$ cat src/rtl/memory_region_unit.sv
// rtl/memory_region_unit.sv - per-channel region lookup with registered response and sticky fault capture
module memory_region_unit #(
  parameter int ADDR_WIDTH  = 32,
  parameter int TAG_WIDTH   = 10,
  parameter int NUM_REGIONS = 4,
  parameter int NUM_CH      = 2,
  localparam int IDX_W = (NUM_REGIONS > 1) ? $clog2(NUM_REGIONS) : 1,
  localparam int CH_W  = (NUM_CH > 1) ? $clog2(NUM_CH) : 1
) (
  input  logic                         clk,
  input  logic                         rst_n,
  input  logic [NUM_CH-1:0]            req_valid,
  output logic [NUM_CH-1:0]            req_ready,
  input  logic [NUM_CH*ADDR_WIDTH-1:0] req_addr,
  input  logic [NUM_CH-1:0]            req_write,
  input  logic [NUM_CH-1:0]            req_exec,
  output logic [NUM_CH-1:0]            rsp_valid,
  input  logic [NUM_CH-1:0]            rsp_ready,
  output logic [NUM_CH-1:0]            rsp_cacheable,
  output logic [NUM_CH-1:0]            rsp_fault,
  input  logic                         cfg_we,
  input  logic [IDX_W-1:0]             cfg_idx,
  input  logic [TAG_WIDTH-1:0]         cfg_tag,
  input  logic [3:0]                   cfg_attr,
  output logic                         fault_valid,
  output logic [ADDR_WIDTH-1:0]        fault_addr,
  output logic [CH_W-1:0]              fault_ch,
  input  logic                         fault_clr
);

  // attr bits: [3] valid, [2] exec allowed, [1] write allowed, [0] cacheable
  logic [TAG_WIDTH-1:0] tag_q  [NUM_REGIONS];
  logic [3:0]           attr_q [NUM_REGIONS];

  logic [NUM_CH-1:0] rsp_valid_q, rsp_cacheable_q, rsp_fault_q;
  logic [NUM_CH-1:0] accept, lk_fault, lk_cacheable;

  logic                  fault_valid_q, fault_valid_d;
  logic [ADDR_WIDTH-1:0] fault_addr_q, fault_addr_d;
  logic [CH_W-1:0]       fault_ch_q, fault_ch_d;

  always_ff @(posedge clk or negedge rst_n) begin
    if (!rst_n) begin
      for (int r = 0; r < NUM_REGIONS; r++) begin
        tag_q[r]  <= (r < 3) ? TAG_WIDTH'(r) : '0;
        attr_q[r] <= (r == 0 || r == 2) ? 4'b1111 : (r == 1) ? 4'b1010 : 4'b0000;
      end
    end else if (cfg_we) begin
      // Out-of-range indices match no entry and are dropped.
      for (int r = 0; r < NUM_REGIONS; r++) begin
        if (cfg_idx == IDX_W'(r)) begin
          tag_q[r]  <= cfg_tag;
          attr_q[r] <= cfg_attr;
        end
      end
    end
  end

  for (genvar c = 0; c < NUM_CH; c++) begin : g_ch
    logic [TAG_WIDTH-1:0] tag;
    logic                 hit;
    logic [3:0]           hit_attr;

    assign tag = req_addr[c*ADDR_WIDTH + ADDR_WIDTH - TAG_WIDTH +: TAG_WIDTH];

    // Descending scan so the lowest matching index ends up selected.
    always_comb begin
      hit      = 1'b0;
      hit_attr = 4'b0000;
      for (int r = NUM_REGIONS - 1; r >= 0; r--) begin
        if (attr_q[r][3] && tag_q[r] == tag) begin
          hit      = 1'b1;
          hit_attr = attr_q[r];
        end
      end
    end

    assign lk_fault[c]     = !hit || (req_write[c] && !hit_attr[1]) || (req_exec[c] && !hit_attr[2]);
    assign lk_cacheable[c] = !lk_fault[c] && hit_attr[0];
    assign req_ready[c]    = !rsp_valid_q[c] || rsp_ready[c];
    assign accept[c]       = req_valid[c] && req_ready[c];

    always_ff @(posedge clk or negedge rst_n) begin
      if (!rst_n) begin
        rsp_valid_q[c]     <= 1'b0;
        rsp_cacheable_q[c] <= 1'b0;
        rsp_fault_q[c]     <= 1'b0;
      end else if (accept[c]) begin
        rsp_valid_q[c]     <= 1'b1;
        rsp_cacheable_q[c] <= lk_cacheable[c];
        rsp_fault_q[c]     <= lk_fault[c];
      end else if (rsp_ready[c]) begin
        rsp_valid_q[c]     <= 1'b0;
      end
    end
  end

  always_comb begin
    fault_valid_d = fault_valid_q;
    fault_addr_d  = fault_addr_q;
    fault_ch_d    = fault_ch_q;
    if (fault_clr) fault_valid_d = 1'b0;
    if (!fault_valid_q || fault_clr) begin
      for (int c = NUM_CH - 1; c >= 0; c--) begin
        if (accept[c] && lk_fault[c]) begin
          fault_valid_d = 1'b1;
          fault_addr_d  = req_addr[c*ADDR_WIDTH +: ADDR_WIDTH];
          fault_ch_d    = CH_W'(c);
        end
      end
    end
  end

  always_ff @(posedge clk or negedge rst_n) begin
    if (!rst_n) begin
      fault_valid_q <= 1'b0;
      fault_addr_q  <= '0;
      fault_ch_q    <= '0;
    end else begin
      fault_valid_q <= fault_valid_d;
      fault_addr_q  <= fault_addr_d;
      fault_ch_q    <= fault_ch_d;
    end
  end

  assign rsp_valid     = rsp_valid_q;
  assign rsp_cacheable = rsp_cacheable_q;
  assign rsp_fault     = rsp_fault_q;
  assign fault_valid   = fault_valid_q;
  assign fault_addr    = fault_addr_q;
  assign fault_ch      = fault_ch_q;

endmodule

$ cat config.mk
export PLATFORM = sky130hd
export DESIGN_NAME = memory_region_unit
export DESIGN_NICKNAME = d
export VERILOG_FILES = /design/src/rtl/memory_region_unit.sv
export SDC_FILE = /design/constraint.sdc
export NUM_CORES = 1
export LEC_CHECK = 0
export ABC_AREA = 0
export CAP_MARGIN = 10
export CORE_MARGIN = 3
export CORE_UTILIZATION = 30
export DETAILED_ROUTE_END_ITERATION = 10
export GPL_ROUTABILITY_DRIVEN = 0
export PLACE_DENSITY = 0.55
export SLEW_MARGIN = 20
export SYNTH_ARGS = -nofsm -noshare
export SYNTH_HDL_FRONTEND = slang
export SYNTH_SLANG_ARGS = --single-unit
$ cat constraint.sdc
create_clock -name clk -period 5.39 [get_ports clk]
set_input_delay 1.078 -clock clk [delete_from_list [all_inputs] [get_ports clk]]
set_output_delay 1.078 -clock clk [all_outputs]
set_load 0.02 [all_outputs]
==> results of run 1 <==
[worst max-delay path: stages]
cell	delay [ns]
clkdlybuf4s50_1	0.63
xnor2_1	0.17
nand3_1	0.14
nor3_2	0.42
mux2i_1	0.23
a21oi_1	0.12
o21ai_4	0.75
or3b_2	0.83
o311a_1	0.41
[final cells by class]
type                            count  area share [%]
Clock inverter                      7           0.970
Sequential cell                    96            32.9
Clock buffer                        9            3.06
Multi-Input combinational cell    383            39.8
Inverter                            6           0.306
Timing Repair Buffer              141            19.2
Tap cell                          229            3.90
[registers in the layout, indices dropped and copies added, names as in the netlist]
name	flops
tag_q	40
fault_valid	1
attr_q	16
fault_ch	1
rsp_cacheable	2
rsp_valid	2
rsp_fault	2
fault_addr	32
[routing by layer]
| layer | global-route usage [%] | vias up | routed length (um) |
|---|---|---|---|
| met5 | 0 | - | 0 |
| met4 | 6.70 | 0 | 459 |
| met2 | 26.2 | 133 | 7890 |
| met3 | 2.78 | 28 | 875 |
| li1 | - | 2137 | - |
| met1 | 22.9 | 2232 | 7850 |
[synthesized netlist by cell type (all sizes together) (4+ instances only)]
cell,count
o311a,32
a211o,32
nor2,65
nand2b,5
inv,6
a21o,4
a21oi,37
dfstp,12
clkbuf,28
nand3,9
buf,25
nand4,17
nand2,5
o21ai,4
xnor2,80
mux2,57
nor3,5
dfrtp,84
[logic make-up after synthesis]
logic type / Yosys count / synth area share [%]
xor+xnor: 80 / 12.5
simple gates: 122 / 10.6
buf+inv: 59 / 4.91
flops: 96 / 43.1
compound gates: 121 / 16.9
mux: 60 / 12.0
[power breakdown]
part | internal, W | total, W | switching, W
Combinational | 0.000420 | 0.000769 | 0.000349
Clock | 0.000361 | 0.000651 | 0.000291
Sequential | 0.000874 | 0.00102 | 0.000149
[stage by stage]
step	hold WS [ns]	area [um^2]	total power [W]
6_report	0.502	7360	0.00244
5_1_grt	0.530	7360	0.00256
3_5_place_dp	0.491	7030	0.00180
2_1_floorplan	0.497	5600	0.00147
4_1_cts	0.507	7330	0.00247
3_3_place_gp	0.478	7030	0.00179
[final timing paths]
| check | start | end | slack (ns) | cells past startpoint |
|---|---|---|---|---|
| worst max-delay path | req_addr[62] | fault_addr[25]$_DFFE_PN0P_ | 0.84 | 9 |
| worst min-delay path | rsp_cacheable[1]$_DFFE_PN0P_ | rsp_cacheable[1]$_DFFE_PN0P_ | 0.50 | 2 |
| worst max register to register | tag_q[16]$_DFFE_PN0P_ | fault_addr[25]$_DFFE_PN0P_ | 1.64 | 8 |
| worst min register to register | rsp_cacheable[1]$_DFFE_PN0P_ | rsp_cacheable[1]$_DFFE_PN0P_ | 0.50 | 2 |
| max in group asynchronous | rst_n | tag_q[31]$_DFFE_PN0P_ | 3.57 | 2 |
| min in group asynchronous | rst_n | rsp_valid[1]$_DFFE_PN0P_ | 0.69 | 1 |
==> summary.txt, run 1 <==
Final layout
  – Final nets: ~730
  – # fillers: about 1.7k
  – Syn-to-layout area delta: 31.3%
  – FF+latch area: about 0.0024 mm^2
  – Commonest non-fill, non-tap cell in the layout: clkdlybuf4s50_1
  – Finished Layout Cells: around 870
  – Commonest non-fill, non-tap cells in the layout: 132 x clkdlybuf4s50_1, 84 x dfrtp_1, 80 x xnor2_1
  – # diodes: 0
  – Layout cell share with drive strength beyond 1: 15.7%
  – Fin util: between 40% and 50%
  – Multi-input logic area: about 0.003 mm^2

Logic synthesis
  – Yosys reg bits: 96
  – Top area cells in the synthesized netlist: dfrtp_1 38%, xnor2_1 13%, mux2_2 11%, o311a_1 5.7%, dfstp_2 5.6%
  – Post-Synthesis Cells: between 500 and 600
  – Cell area after synthesis: 0.00560 mm^2
  – Post-synthesis cell type count: 44
  – Synth warn: 0
  – Synth async-reset ratio: 100%
  – Top FF cell, synth: dfrtp_1
  – Yosys top cell by area: dfrtp_1
  – Number of enable flip-flop cells after synthesis: 0
  – Post-synth top area share: ~38%
  – Syn nets: between 600 and 700
  – Syn avg cell area: roughly 10 um^2
  – Register area share after synthesis: 43.1%

Global routing
  – Number of global-route vias before repair: around 4.6k
  – Total GRT Usage: 16.7%
  – Initial antenna violation count: 0
  – Grt ovf: 0
  – Largest net degree at the start of global routing: slightly below 70
  – Global-route wire length before repair: roughly 26000 um

STA
  – Min cycle time layout: about 4.6 ns
  – Final Hold Vio Count: 0
  – Clock Skews: a little under 0.01 ns
  – Maximum achievable frequency: ~220 MHz
  – RSZ-0062 raised after global routing: false
  – Tightest Pin Transition: between 0.9 and 1 ns
  – Setup ws final: 0.838 ns
  – Setup TNS: 0 ns
  – Normalized max-slew margin: about 36%
  – Slew Viols, Final: 0
  – Period utilization: a little over four fifths
  – Final setup fails: 0

Hold path
  – Worst Hold Class: reg2reg

Pwr
  – Peak supply drop: around 160 uV
  – Leakage: around 2.8 nW
  – Pwr/cell area: about 330 mW/mm^2

Place
  – Place WS: ~0.43 ns
  – Post-DP HPWL: 12600 um
  – Input/output buffers: between 100 and 150
  – Inst Count DP: ~850

Flow run
  – Max Cap Viol: 0

Detailed routing
  – ANT nets after route: 0
  – Total number of vias: 4530
  – WL final: approximately 17000 um
  – DRC: 0
  – WL/cell: 19.6 um
  – Starting DRC count in detailed routing: ~260
  – Pre-antenna DRT Iters: 4
  – Vias/cell: approximately 5.2

Worst setup path
  – Setup crit start kind: input pin
  – Max Fanout on Critical Path: 36
  – Critical path class: in2reg
  – Worst Path Arrival: about 4.8 ns
  – CP endpoint kind: flip-flop
  – Crit path required time: about 5.6 ns

Clock tree
  – Setup bufs post-CTS: 0
  – CTS tree: done
  – CTS root buffer: clkbuf_16
  – Clk buf depth: 2
  – Total CTS buffers: 9
  – Clk pin slew, worst setup/hold paths: approximately 0.07 ns
  – Clock sink count: 96
  – Hold_buf cts: 0
  – Post-CTS sizing: 0
  – Worst-skew pair later-pin latency: 0.36 ns
  – H-tree Lvls: 3

Floorplanning
  – Die Span Y: between 100 and 150 um
  – Starting Density: 30.9%
  – DIE AREA: 0.0204 mm^2
  – Die X: 143 um
  – Rows: between 40 and 50
  – # IOs: approximately 130
  – Core area: approximately 0.018 mm^2

Outcome
  – Status: complete, no violations
Power figures use the tool's default switching activity.
==> inputs of run 2 (changes only) <==
==> constraint.sdc (replaced) <==
create_clock -name clk -period 4.2 [get_ports clk]
set_input_delay 0.84 -clock clk [delete_from_list [all_inputs] [get_ports clk]]
set_output_delay 0.84 -clock clk [all_outputs]
set_load 0.02 [all_outputs]
==> run 2 against run 1 <==
Critical path depth rose by 1. Final cell count rose by 0.34%. Power rose by 32%. Via count rose by 1.8%. Core utilization rose by 0.28 points. Sequential cell count did not move. Clock-buffer cell count rose by 2.
==> summary.txt, run 2 (same netlist as run 1, synthesis figures left out) <==
Clock tree
  – CTS tree: done (unchanged)
  – Clk buf depth: 2 (unchanged)
  – Clock sink count: 96 (unchanged)
  – CTS root buffer: clkbuf_16 (unchanged)
  – Hold_buf cts: 0 (unchanged)
  – Worst-skew pair later-pin latency: 0.36 ns (about the same)
  – Total CTS buffers: 9 (unchanged)
  – Setup bufs post-CTS: 0 (unchanged)
  – H-tree Lvls: 3 (unchanged)
  – Post-CTS sizing: 0 (unchanged)
  – Clk pin slew, worst setup/hold paths: 0.07 ns (about the same)

Final layout
  – # diodes: 0 (unchanged)
  – Final nets: 732 (was 729)
  – Commonest non-fill, non-tap cells in the layout: 132 x clkdlybuf4s50_1, 84 x dfrtp_1, 80 x xnor2_1 (unchanged)
  – Max FFs per register: 40 (unchanged)
  – Commonest non-fill, non-tap cell in the layout: clkdlybuf4s50_1 (unchanged)
  – Layout cell share with drive strength beyond 1: 16.0% (was 15.7%)
  – Syn-to-layout area delta: 32.2% (was 31.3%)
  – Finished Cell Area: 0.00741 mm^2 (was 0.00736 mm^2)
  – Largest Register: tag_q (unchanged)
  – # fillers: 1745 (was 1737)

Detailed routing
  – WL final: 17500 um (was 17100 um)
  – Starting DRC count in detailed routing: 267 (was 258)
  – WL/cell: 20.0 um (was 19.6 um)
  – Total number of vias: 4611 (was 4530)
  – Pre-antenna DRT Iters: 4 (unchanged)
  – DRC: 0 (unchanged)
  – ANT nets after route: 0 (unchanged)
  – Vias/cell: 5.28 (was 5.20)

Pwr
  – Clock network fraction of total power: 28.5% (was 26.7%)
  – Switching share of power: 31.2% (was 32.3%)
  – Comb pwr share: 30.8% (was 31.5%)
  – Pwr/cell area: 434 mW/mm^2 (was 332 mW/mm^2)
  – Leakage: 2.81 nW (was 2.78 nW)
  – Int Power: 0.00221 W (was 0.00166 W)
  – P_sw: 0.00100 W (was 0.000789 W)
  – Reg power frac: 40.7% (was 41.9%)
  – Peak supply drop: 216 uV (was 159 uV)

Floorplanning
  – Die Span Y: 143 um (unchanged)
  – Die X: 143 um (unchanged)
  – Starting Density: 30.9% (unchanged)
  – Core area: 0.0181 mm^2 (unchanged)
  – DIE AREA: 0.0204 mm^2 (unchanged)
  – # IOs: 134 (unchanged)
  – Rows: 49 (unchanged)

Hold path
  – Worst Hold Class: in2async (was reg2reg)

Global routing
  – Largest net degree at the start of global routing: 68 (unchanged)
  – Number of global-route vias before repair: 4694 (was 4600)
  – Global-route wire length before repair: 26800 um (was 26300 um)
  – Total GRT Usage: 17.0% (was 16.7%)
  – Initial antenna violation count: 0 (unchanged)
  – Grt ovf: 0 (unchanged)

Worst setup path
  – Worst path bufs/invs: 2 (was 1)
  – Max Fanout on Critical Path: 32 (was 36)
  – Slowest-stage cell, CP: clkdlybuf4s50_1 (was or3b_2)
  – Cells along the critical path: clkdlybuf4s50_1, xnor2_1, nand4_1, nor4_1, mux2_1, mux2i_1, o21a_2, or3b_1, buf_4, o311a_1 (was clkdlybuf4s50_1, xnor2_1, nand3_1, nor3_2, mux2i_1, a21oi_1, o21ai_4, or3b_2, o311a_1)
  – Worst Path Arrival: 3.78 ns (was 4.79 ns)
  – Family with the most delay on the worst path: simple AND/OR/NAND/NOR gates (unchanged)
  – Critical Path Max Stage Delay: 0.49 ns (was 0.83 ns)
  – R2r setup slk: 1.25 ns (was 1.64 ns)
  – Crit path required time: 4.43 ns (was 5.62 ns)
  – Critical path class: in2reg (unchanged)
  – CP endpoint kind: flip-flop (unchanged)
  – Setup crit start kind: input pin (unchanged)

STA
  – Normalized max-slew margin: 37.6% (was 36.2%)
  – Min cycle time layout: roughly 3.5 ns
  – Clock Skews: 0.00864 ns (was 0.00964 ns)
  – Setup ws final: 0.652 ns (was 0.838 ns)
  – Maximum achievable frequency: approximately 280 MHz
  – Period utilization: a little over four fifths
  – Final Hold Vio Count: 0 (unchanged)
  – Setup TNS: 0 ns (unchanged)
  – Slew Viols, Final: 0 (unchanged)
  – Final setup fails: 0 (unchanged)
  – Tightest Pin Transition: 0.934 ns (was 0.954 ns)
  – RSZ-0062 raised after global routing: false (unchanged)

Place
  – Input/output buffers: 133 (unchanged)
  – Post-DP HPWL: 12600 um (about the same)
  – Placed cell area: 0.00707 mm^2 (was 0.00703 mm^2)
  – Place WS: 0.349 ns (was 0.434 ns)

Outcome
  – Status: complete, no violations (unchanged)

Flow run
  – Max Cap Viol: 0 (unchanged)
-- run 2: final timing paths --
kind,from,end,cells after the start
worst max register to register,tag_q[9]$_DFFE_PN0P_,fault_addr[24]$_DFFE_PN0P_,9
worst min register to register,rsp_cacheable[1]$_DFFE_PN0P_,rsp_cacheable[1]$_DFFE_PN0P_,2
worst max-delay path,req_addr[31],fault_addr[24]$_DFFE_PN0P_,10
max in group asynchronous,rst_n,tag_q[0]$_DFFE_PN0P_,2
worst min-delay path,rst_n,rsp_valid[1]$_DFFE_PN0P_,1
min in group clk,rsp_cacheable[1]$_DFFE_PN0P_,rsp_cacheable[1]$_DFFE_PN0P_,2
-- run 2: area by class of cell --
class / instances / area [um^2] / share of cell area [%]
timing repair buffer: 144 / 1420 / 19.2
multi-input combinational: 383 / 2920 / 39.5
inverter: 6 / 22.5 / 0.304
sequential: 96 / 2420 / 32.6
tap: 229 / 287 / 3.87
clock inverter: 5 / 78.8 / 1.06
clock buffer: 11 / 253 / 3.41
-- run 2: stage by stage --
| step | instances | hold WS [ns] | utilization (%) | power (W) |
|---|---|---|---|---|
| final | 874 | 0.370 | 40.8 | 0.00322 |
| after global routing | 874 | 0.387 | 40.8 | 0.00337 |
| after CTS | 874 | 0.373 | 40.8 | 0.00325 |
| after detailed placement | 858 | 0.467 | 39.0 | 0.00232 |
| after global placement | 858 | 0.462 | 39.0 | 0.00229 |
| after floorplan | 538 | 0.497 | - | 0.00188 |
-- run 2: layer usage --
layer,global-route usage [%],wire [um]
met1,22.9,8020
met2,26.9,7990
met3,3.22,973
met4,7.15,503
met5,0,0
-- run 2: power groups by stage --
stage / logic, W / registers (W) / clock network [W]
2_1_floorplan: 0.000512 / 0.00137 / 0
3_3_place_gp: 0.000978 / 0.00132 / 0
3_5_place_dp: 0.000992 / 0.00132 / 0
4_1_cts: 0.000996 / 0.00131 / 0.000944
5_1_grt: 0.00106 / 0.00133 / 0.000974
6_report: 0.000989 / 0.00131 / 0.000917
